`src/rtl/irq_pending_ctrl_if.sv`:
```
// CPU-side interrupt handshake: the controller (master) presents one interrupt,
// and the CPU (slave) answers with ack and then done.
interface irq_pending_ctrl_if;
  logic       irq_req;
  logic [4:0] irq_cause;
  logic       irq_active;
  logic       cpu_ack;
  logic       cpu_done;

  modport master (
    output irq_req,
    output irq_cause,
    output irq_active,
    input  cpu_ack,
    input  cpu_done
  );

  modport slave (
    input  irq_req,
    input  irq_cause,
    input  irq_active,
    output cpu_ack,
    output cpu_done
  );
endinterface

```
`src/rtl/irq_pending_ctrl.sv`:
```
// Interrupt pending/mask controller: edge-detects raw lines into a pending register,
// masks them for an external priority encoder and presents one cause at a time.
module irq_pending_ctrl #(
  parameter int N = 32
) (
  input  logic                 clk,
  input  logic                 reset,
  input  logic [N-1:0]         irq_in,
  input  logic                 mask_we,
  input  logic [N-1:0]         mask_wdata,
  input  logic [4:0]           first_idx,
  output logic [N-1:0]         pend_masked,
  output logic [N-1:0]         pending_o,
  irq_pending_ctrl_if.master   cpu,
  output logic [1:0]           state_o
);

  typedef enum logic [1:0] {
    ST_IDLE = 2'd0,
    ST_REQ  = 2'd1,
    ST_BUSY = 2'd2
  } state_t;

  state_t       state_q;
  logic [N-1:0] irq_prev_q;
  logic [N-1:0] pending_q, pending_d;
  logic [N-1:0] mask_q;
  logic [4:0]   cause_q;
  logic         irq_req_q;
  logic         irq_active_q;

  logic [N-1:0] edge_w;
  logic [N-1:0] cause_hot;
  logic [N-1:0] clr_vec;
  logic         any_pend;
  logic         cause_live;
  logic         take_ack;

  // Handshake: irq_req is high only in REQ and cpu_ack is honoured only there;
  // cpu_done is honoured only in BUSY. Anything else on ack/done is ignored.
  assign edge_w      = irq_in & ~irq_prev_q;
  assign pend_masked = pending_q & mask_q;
  assign any_pend    = |pend_masked;
  assign cause_hot   = N'(1) << cause_q;
  assign cause_live  = |(pend_masked & cause_hot);
  assign take_ack    = (state_q == ST_REQ) && cause_live && cpu.cpu_ack;
  assign clr_vec     = take_ack ? cause_hot : '0;
  // A new edge on the bit being acknowledged keeps it pending.
  assign pending_d   = edge_w | (pending_q & ~clr_vec);

  always_ff @(posedge clk) begin
    if (reset) begin
      irq_prev_q   <= '0;
      pending_q    <= '0;
      mask_q       <= '1;
      state_q      <= ST_IDLE;
      cause_q      <= '0;
      irq_req_q    <= 1'b0;
      irq_active_q <= 1'b0;
    end else begin
      irq_prev_q <= irq_in;
      pending_q  <= pending_d;
      if (mask_we) mask_q <= mask_wdata;
      case (state_q)
        ST_IDLE: begin
          if (any_pend) begin
            state_q   <= ST_REQ;
            cause_q   <= first_idx;
            irq_req_q <= 1'b1;
          end
        end
        ST_REQ: begin
          if (!cause_live) begin
            state_q   <= ST_IDLE;
            irq_req_q <= 1'b0;
          end else if (cpu.cpu_ack) begin
            state_q      <= ST_BUSY;
            irq_req_q    <= 1'b0;
            irq_active_q <= 1'b1;
          end
        end
        ST_BUSY: begin
          if (cpu.cpu_done) begin
            state_q      <= ST_IDLE;
            irq_active_q <= 1'b0;
          end
        end
        default: begin
          state_q      <= ST_IDLE;
          irq_req_q    <= 1'b0;
          irq_active_q <= 1'b0;
        end
      endcase
    end
  end

  assign pending_o      = pending_q;
  assign cpu.irq_req    = irq_req_q;
  assign cpu.irq_cause  = cause_q;
  assign cpu.irq_active = irq_active_q;
  assign state_o        = state_q;

endmodule

```
`src/flat_wrapper.sv`:
```
// flat-port wrapper written by rule: the top's interface ports become plain ports
module irq_pending_ctrl_flat 
#(
  parameter int N = 32
)
  (clk, reset, irq_in, mask_we, mask_wdata, first_idx, pend_masked, pending_o, state_o, cpu_irq_req, cpu_irq_cause, cpu_irq_active, cpu_cpu_ack, cpu_cpu_done);
  irq_pending_ctrl_if cpu_i ();
  input  logic clk;
  input  logic reset;
  input  logic [N-1:0] irq_in;
  input  logic mask_we;
  input  logic [N-1:0] mask_wdata;
  input  logic [4:0] first_idx;
  output logic [N-1:0] pend_masked;
  output logic [N-1:0] pending_o;
  output logic [1:0] state_o;
  output wire logic [$bits(cpu_i.irq_req)-1:0] cpu_irq_req;
  output wire logic [$bits(cpu_i.irq_cause)-1:0] cpu_irq_cause;
  output wire logic [$bits(cpu_i.irq_active)-1:0] cpu_irq_active;
  input wire logic [$bits(cpu_i.cpu_ack)-1:0] cpu_cpu_ack;
  input wire logic [$bits(cpu_i.cpu_done)-1:0] cpu_cpu_done;
  assign cpu_irq_req = cpu_i.irq_req;
  assign cpu_irq_cause = cpu_i.irq_cause;
  assign cpu_irq_active = cpu_i.irq_active;
  assign cpu_i.cpu_ack = cpu_cpu_ack;
  assign cpu_i.cpu_done = cpu_cpu_done;
  irq_pending_ctrl #(.N(N)) u_core (.clk(clk), .reset(reset), .irq_in(irq_in), .mask_we(mask_we), .mask_wdata(mask_wdata), .first_idx(first_idx), .pend_masked(pend_masked), .pending_o(pending_o), .cpu(cpu_i), .state_o(state_o));
endmodule
```
`config.mk`:
```
export PLATFORM = sky130hd
export DESIGN_NAME = irq_pending_ctrl_flat
export DESIGN_NICKNAME = d
export VERILOG_FILES = /design/src/rtl/irq_pending_ctrl_if.sv /design/src/rtl/irq_pending_ctrl.sv /design/src/flat_wrapper.sv
export SDC_FILE = /design/constraint.sdc
export NUM_CORES = 1
export LEC_CHECK = 0
export ABC_AREA = 1
export CELL_PAD_IN_SITES_DETAIL_PLACEMENT = 1
export CELL_PAD_IN_SITES_GLOBAL_PLACEMENT = 2
export CORE_MARGIN = 8
export CORE_UTILIZATION = 26
export CTS_CLUSTER_SIZE = 10
export DETAILED_ROUTE_END_ITERATION = 8
export PLACE_DENSITY = 0.89
export SYNTH_ARGS = -nofsm -noshare
export SYNTH_HDL_FRONTEND = slang
export SYNTH_SLANG_ARGS = --single-unit
```
`constraint.sdc`:
```
create_clock -name clk -period 5.7 [get_ports clk]
set_clock_uncertainty 0.15 [all_clocks]
set_input_delay 1.14 -clock clk [delete_from_list [all_inputs] [get_ports clk]]
set_output_delay 1.14 -clock clk [all_outputs]
set_load 0.02 [all_outputs]
```
# Yosys cells after proc, flatten, opt, wreduce, memory -nomap -nowiden
# Index checks and enable logic that the tools add are counted.
# classes
n_eq_ne,7
shifts,1
mux,14
bitwise,9
reduce_logical,9
# ops
op,n
32-bit AND,4
32-bit NOT,2
32-bit OR reduction,2
32-bit 2-to-1 mux,1
32-bit OR,1
"1-bit by 5-bit << shifter with 32-bit output, first input constant",1
2-bit 2-to-1 mux,4
1-bit 2-to-1 mux,6
1-bit one-hot mux with 3 select lines,2
2-bit one-hot mux with 3 select lines,1
3-bit AND reduction,2
"2-bit by 1-bit != test with 1-bit output, second input constant",2
"2-bit != test, second input constant",2
4-bit AND reduction,1
"3-bit != test, second input constant",1
"2-bit by 1-bit equality test with 1-bit output, second input constant",1
"2-bit equality test, second input constant",1
1-bit logical AND,2
2-bit zero test,1
1-bit NOT,2
2-bit AND reduction,1
# word_totals
ff_bits,105
inputBits,74
out_inout_bits,73
wordCells,47

# Logic depth before layout (Yosys ltp)
# depth
depth_word,9
depth_mapped,16
ltp_nobuf,14

# Worst setup path after synthesis
# Ideal clock, no wire load.
# synth_path
kind,in2reg
start,in reset
end,reg u_core.pending_q[10] (netlist: u_core.pending_o[10])
setup_time_ps,116
arrival_time_ps,1869
t_required_ps,5434
setup_slack_ps,3564
cell_stages,5
n_path_buf,2
path_cell_list,clkbuf_1 -> buf_1 -> nor2_1 -> nand2_1 -> o21ai_1
# synth_lines
item,line_no,rtl
"start, declared",flat_wrapper.sv:9,input logic reset;
"end signal, assigned",irq_pending_ctrl.sv:62,pending_q <= pending_d;
"end, declared",irq_pending_ctrl.sv:26,"logic [N-1:0] pending_q, pending_d;"

# Worst setup path after layout
# layout_path
start,reg u_core.cause_q[3] (netlist: u_core.cpu.irq_cause[3])
end,out cpu_irq_cause[3]
# layout_lines
item,line_no,rtl
"start, declared",irq_pending_ctrl.sv:28,logic [4:0] cause_q;
"start signal, assigned",irq_pending_ctrl.sv:68,cause_q <= first_idx;
"end, declared",flat_wrapper.sv:18,output wire logic [$bits(cpu_i.irq_cause)-1:0] cpu_irq_cause;
# No word-level cell between the ends.

==> metrics <==
Detailed Place HPWL 13.8 mm; max-slew violations 0; Vias/cell 4.39; critical path launch point type flip-flop; Non-Filler Cell Area, Final 6600 µm²; clock latency on the worst-skew pair 360 ps; Die Ht 150 µm; Final Core Density 0.372; PD cells 297 nW/µm²; Avg WL per Cell 16.3 µm; TritonCTS buffer count 9; worst-case clock buffer depth 2; count of cell types in the netlist 21; most numerous cell in the Yosys netlist nand2_1; WS Path Type reg -> out; ANT nets after route 0; Layout Nets 916; register clock-pin slew on the reported worst setup and hold paths 70 ps; static leakage 3.11 nW; synthesized flop and latch total 105; crit path cell chain clkdlybuf4s50_1; GRT Total Usage 0.159; Residual DRC 0; Avg Cell Area, Syn 6.50 µm²; status complete, no violations; Die Span X 150 µm; synth warn 0; vias in the first global route 4819; first-pass GRT wire length 27.1 mm; synthesized area 4640 µm²; final worst-path cycle share 0.586; Vias 4728; Setup violations, final 0; CTS hold repair buffers 0; share of cells above drive strength 1 0.0378; # fillers 2214; die area 22400 µm²; n_diodes 0; DRT Pass-1 Iters 4; RD Place Congestion 0.874; initial antenna violation count 0; Layout area overhead 42.3%; Critical Path Max Stage Delay 910 ps; Starting Density 0.262; Hold Path Class reg -> reg; Worst EP required 4410 ps; largest area contributor in the netlist dfxtp_1; final setup TNS 0 ps; fmax 299 MHz; top-area cell type share of the netlist area 0.453; Max FO, Critical Path 24; # rows 49; pre-CTS WS 2530 ps; Top Ports 147; Setup WS post-layout 2360 ps; MaxCap Viol Count 0; Design Power 1.96 mW; sequential share of the synthesized area 0.453; CP Capture Type primary output; cell count after synthesis 713; Synth area leaders dfxtp_1, nand2_1, inv_1, nor2_1, nand3_1; dominant synthesized flop cell dfxtp_1; number of flops mapped to enable cells by yosys 0; Syn Nets 787; largest net degree at the start of global routing 47; fin cells 1076; VDD IR-drop max 145 µV; hold_ws 311 ps; post_cts resized 0; H-tree depth 3; Buffers on Ports 146; dpl cells 1060; initial drt markers 228; DRT Wirelength 17.5 mm; CTS sink count 105; RSZ-0062 raised after global routing false; crit path DAT 2050 ps; CORE AREA 17700 µm²; Fin. Hold Viols 0; Async S/R FF share, synth 0; synth cell count leaders nand2_1, inv_1, dfxtp_1, nor2_1, nand3_1; CTS tree done; Max-slew headroom 0.396; Placed Area 6260 µm²; fin crit period 3340 ps; Post-CTS Setup Bufs 0; Bufs and invs on worst path 1; delay-heaviest family, CP flip-flops; clk root buf clkbuf_16; Critical-path top delay cell dfxtp_1; Worst Tran Pin Value 904 ps; gr ovfl total 0
==> layout by cell type, fill, tap and decap left out <==
cell type        count
nor3_1               5
nor2_4               2
clkbuf_16            9
nand3_1             61
nand3_2              1
o21ai_1             19
nor2_2               2
nor2_1              93
inv_2                5
dfxtp_1            105
o21a_1               1
inv_1              112
buf_4                5
nor3b_1              1
nand2_1            234
o21ai_0              7
clkinvlp_4           1
clkdlybuf4s50_1    145
clkinv_4             1
nand4_1             24
a21oi_1              8
bufinv_16            2
inv_6                1
clkbuf_8             2
buf_2                1
==> cell families after synthesis <==
kind of cell           count (synthesis)  share of synthesized area
AND/OR/NAND/NOR                      423                      0.380
flip-flops                           105                      0.453
AO/OA/AOI/OAI                         35                     0.0383
buffers and inverters                150                      0.128
==> final timing paths <==
path                                               from              endpoint  slack [ps]  cells past startpoint
worst max-delay path            u_core.cpu.irq_cause[3]      cpu_irq_cause[3]        2360                      1
worst min-delay path              u_core.irq_prev_q[29]  u_core.pending_o[29]         310                      3
worst max register to register  u_core.cpu.irq_cause[3]     u_core.state_o[1]        2520                     12
worst min register to register    u_core.irq_prev_q[29]  u_core.pending_o[29]         310                      3
==> per-layer routing <==
metal | vias to the layer above | wire, µm | global-route usage
li1 | 2418 | - | -
met1 | 2186 | 8300 | 0.212
met2 | 113 | 7940 | 0.247
met3 | 11 | 1050 | 0.0414
met4 | 0 | 208 | 0.0439
met5 | - | 0 | 0
==> registers in the layout, indices dropped and copies added (netlist names) <==
name / count
u_core.irq_prev_q: 32
u_core.cpu.irq_cause: 5
u_core.pending_o: 32
u_core.state_o: 2
u_core.cpu.irq_active: 1
u_core.cpu.irq_req: 1
u_core.mask_q: 32
==> power by group <==
| group | internal [mW] | total, mW | switching [mW] |
|---|---|---|---|
| clock network | 0.411 | 0.697 | 0.286 |
| registers | 0.791 | 0.839 | 0.0486 |
| logic | 0.180 | 0.425 | 0.245 |
| total | 1.38 | 1.96 | 0.580 |
==> cell type report <==
| cell class | count | area (µm²) | share of cell area |
|---|---|---|---|
| Clock buffer | 11 | 253 | 0.0383 |
| Clock inverter | 5 | 85.1 | 0.0129 |
| Inverter | 117 | 439 | 0.0666 |
| Multi-Input combinational cell | 458 | 1940 | 0.294 |
| Sequential cell | 105 | 2100 | 0.319 |
| Tap cell | 229 | 287 | 0.0434 |
| Timing Repair Buffer | 151 | 1490 | 0.226 |
Power figures use the tool's default switching activity.
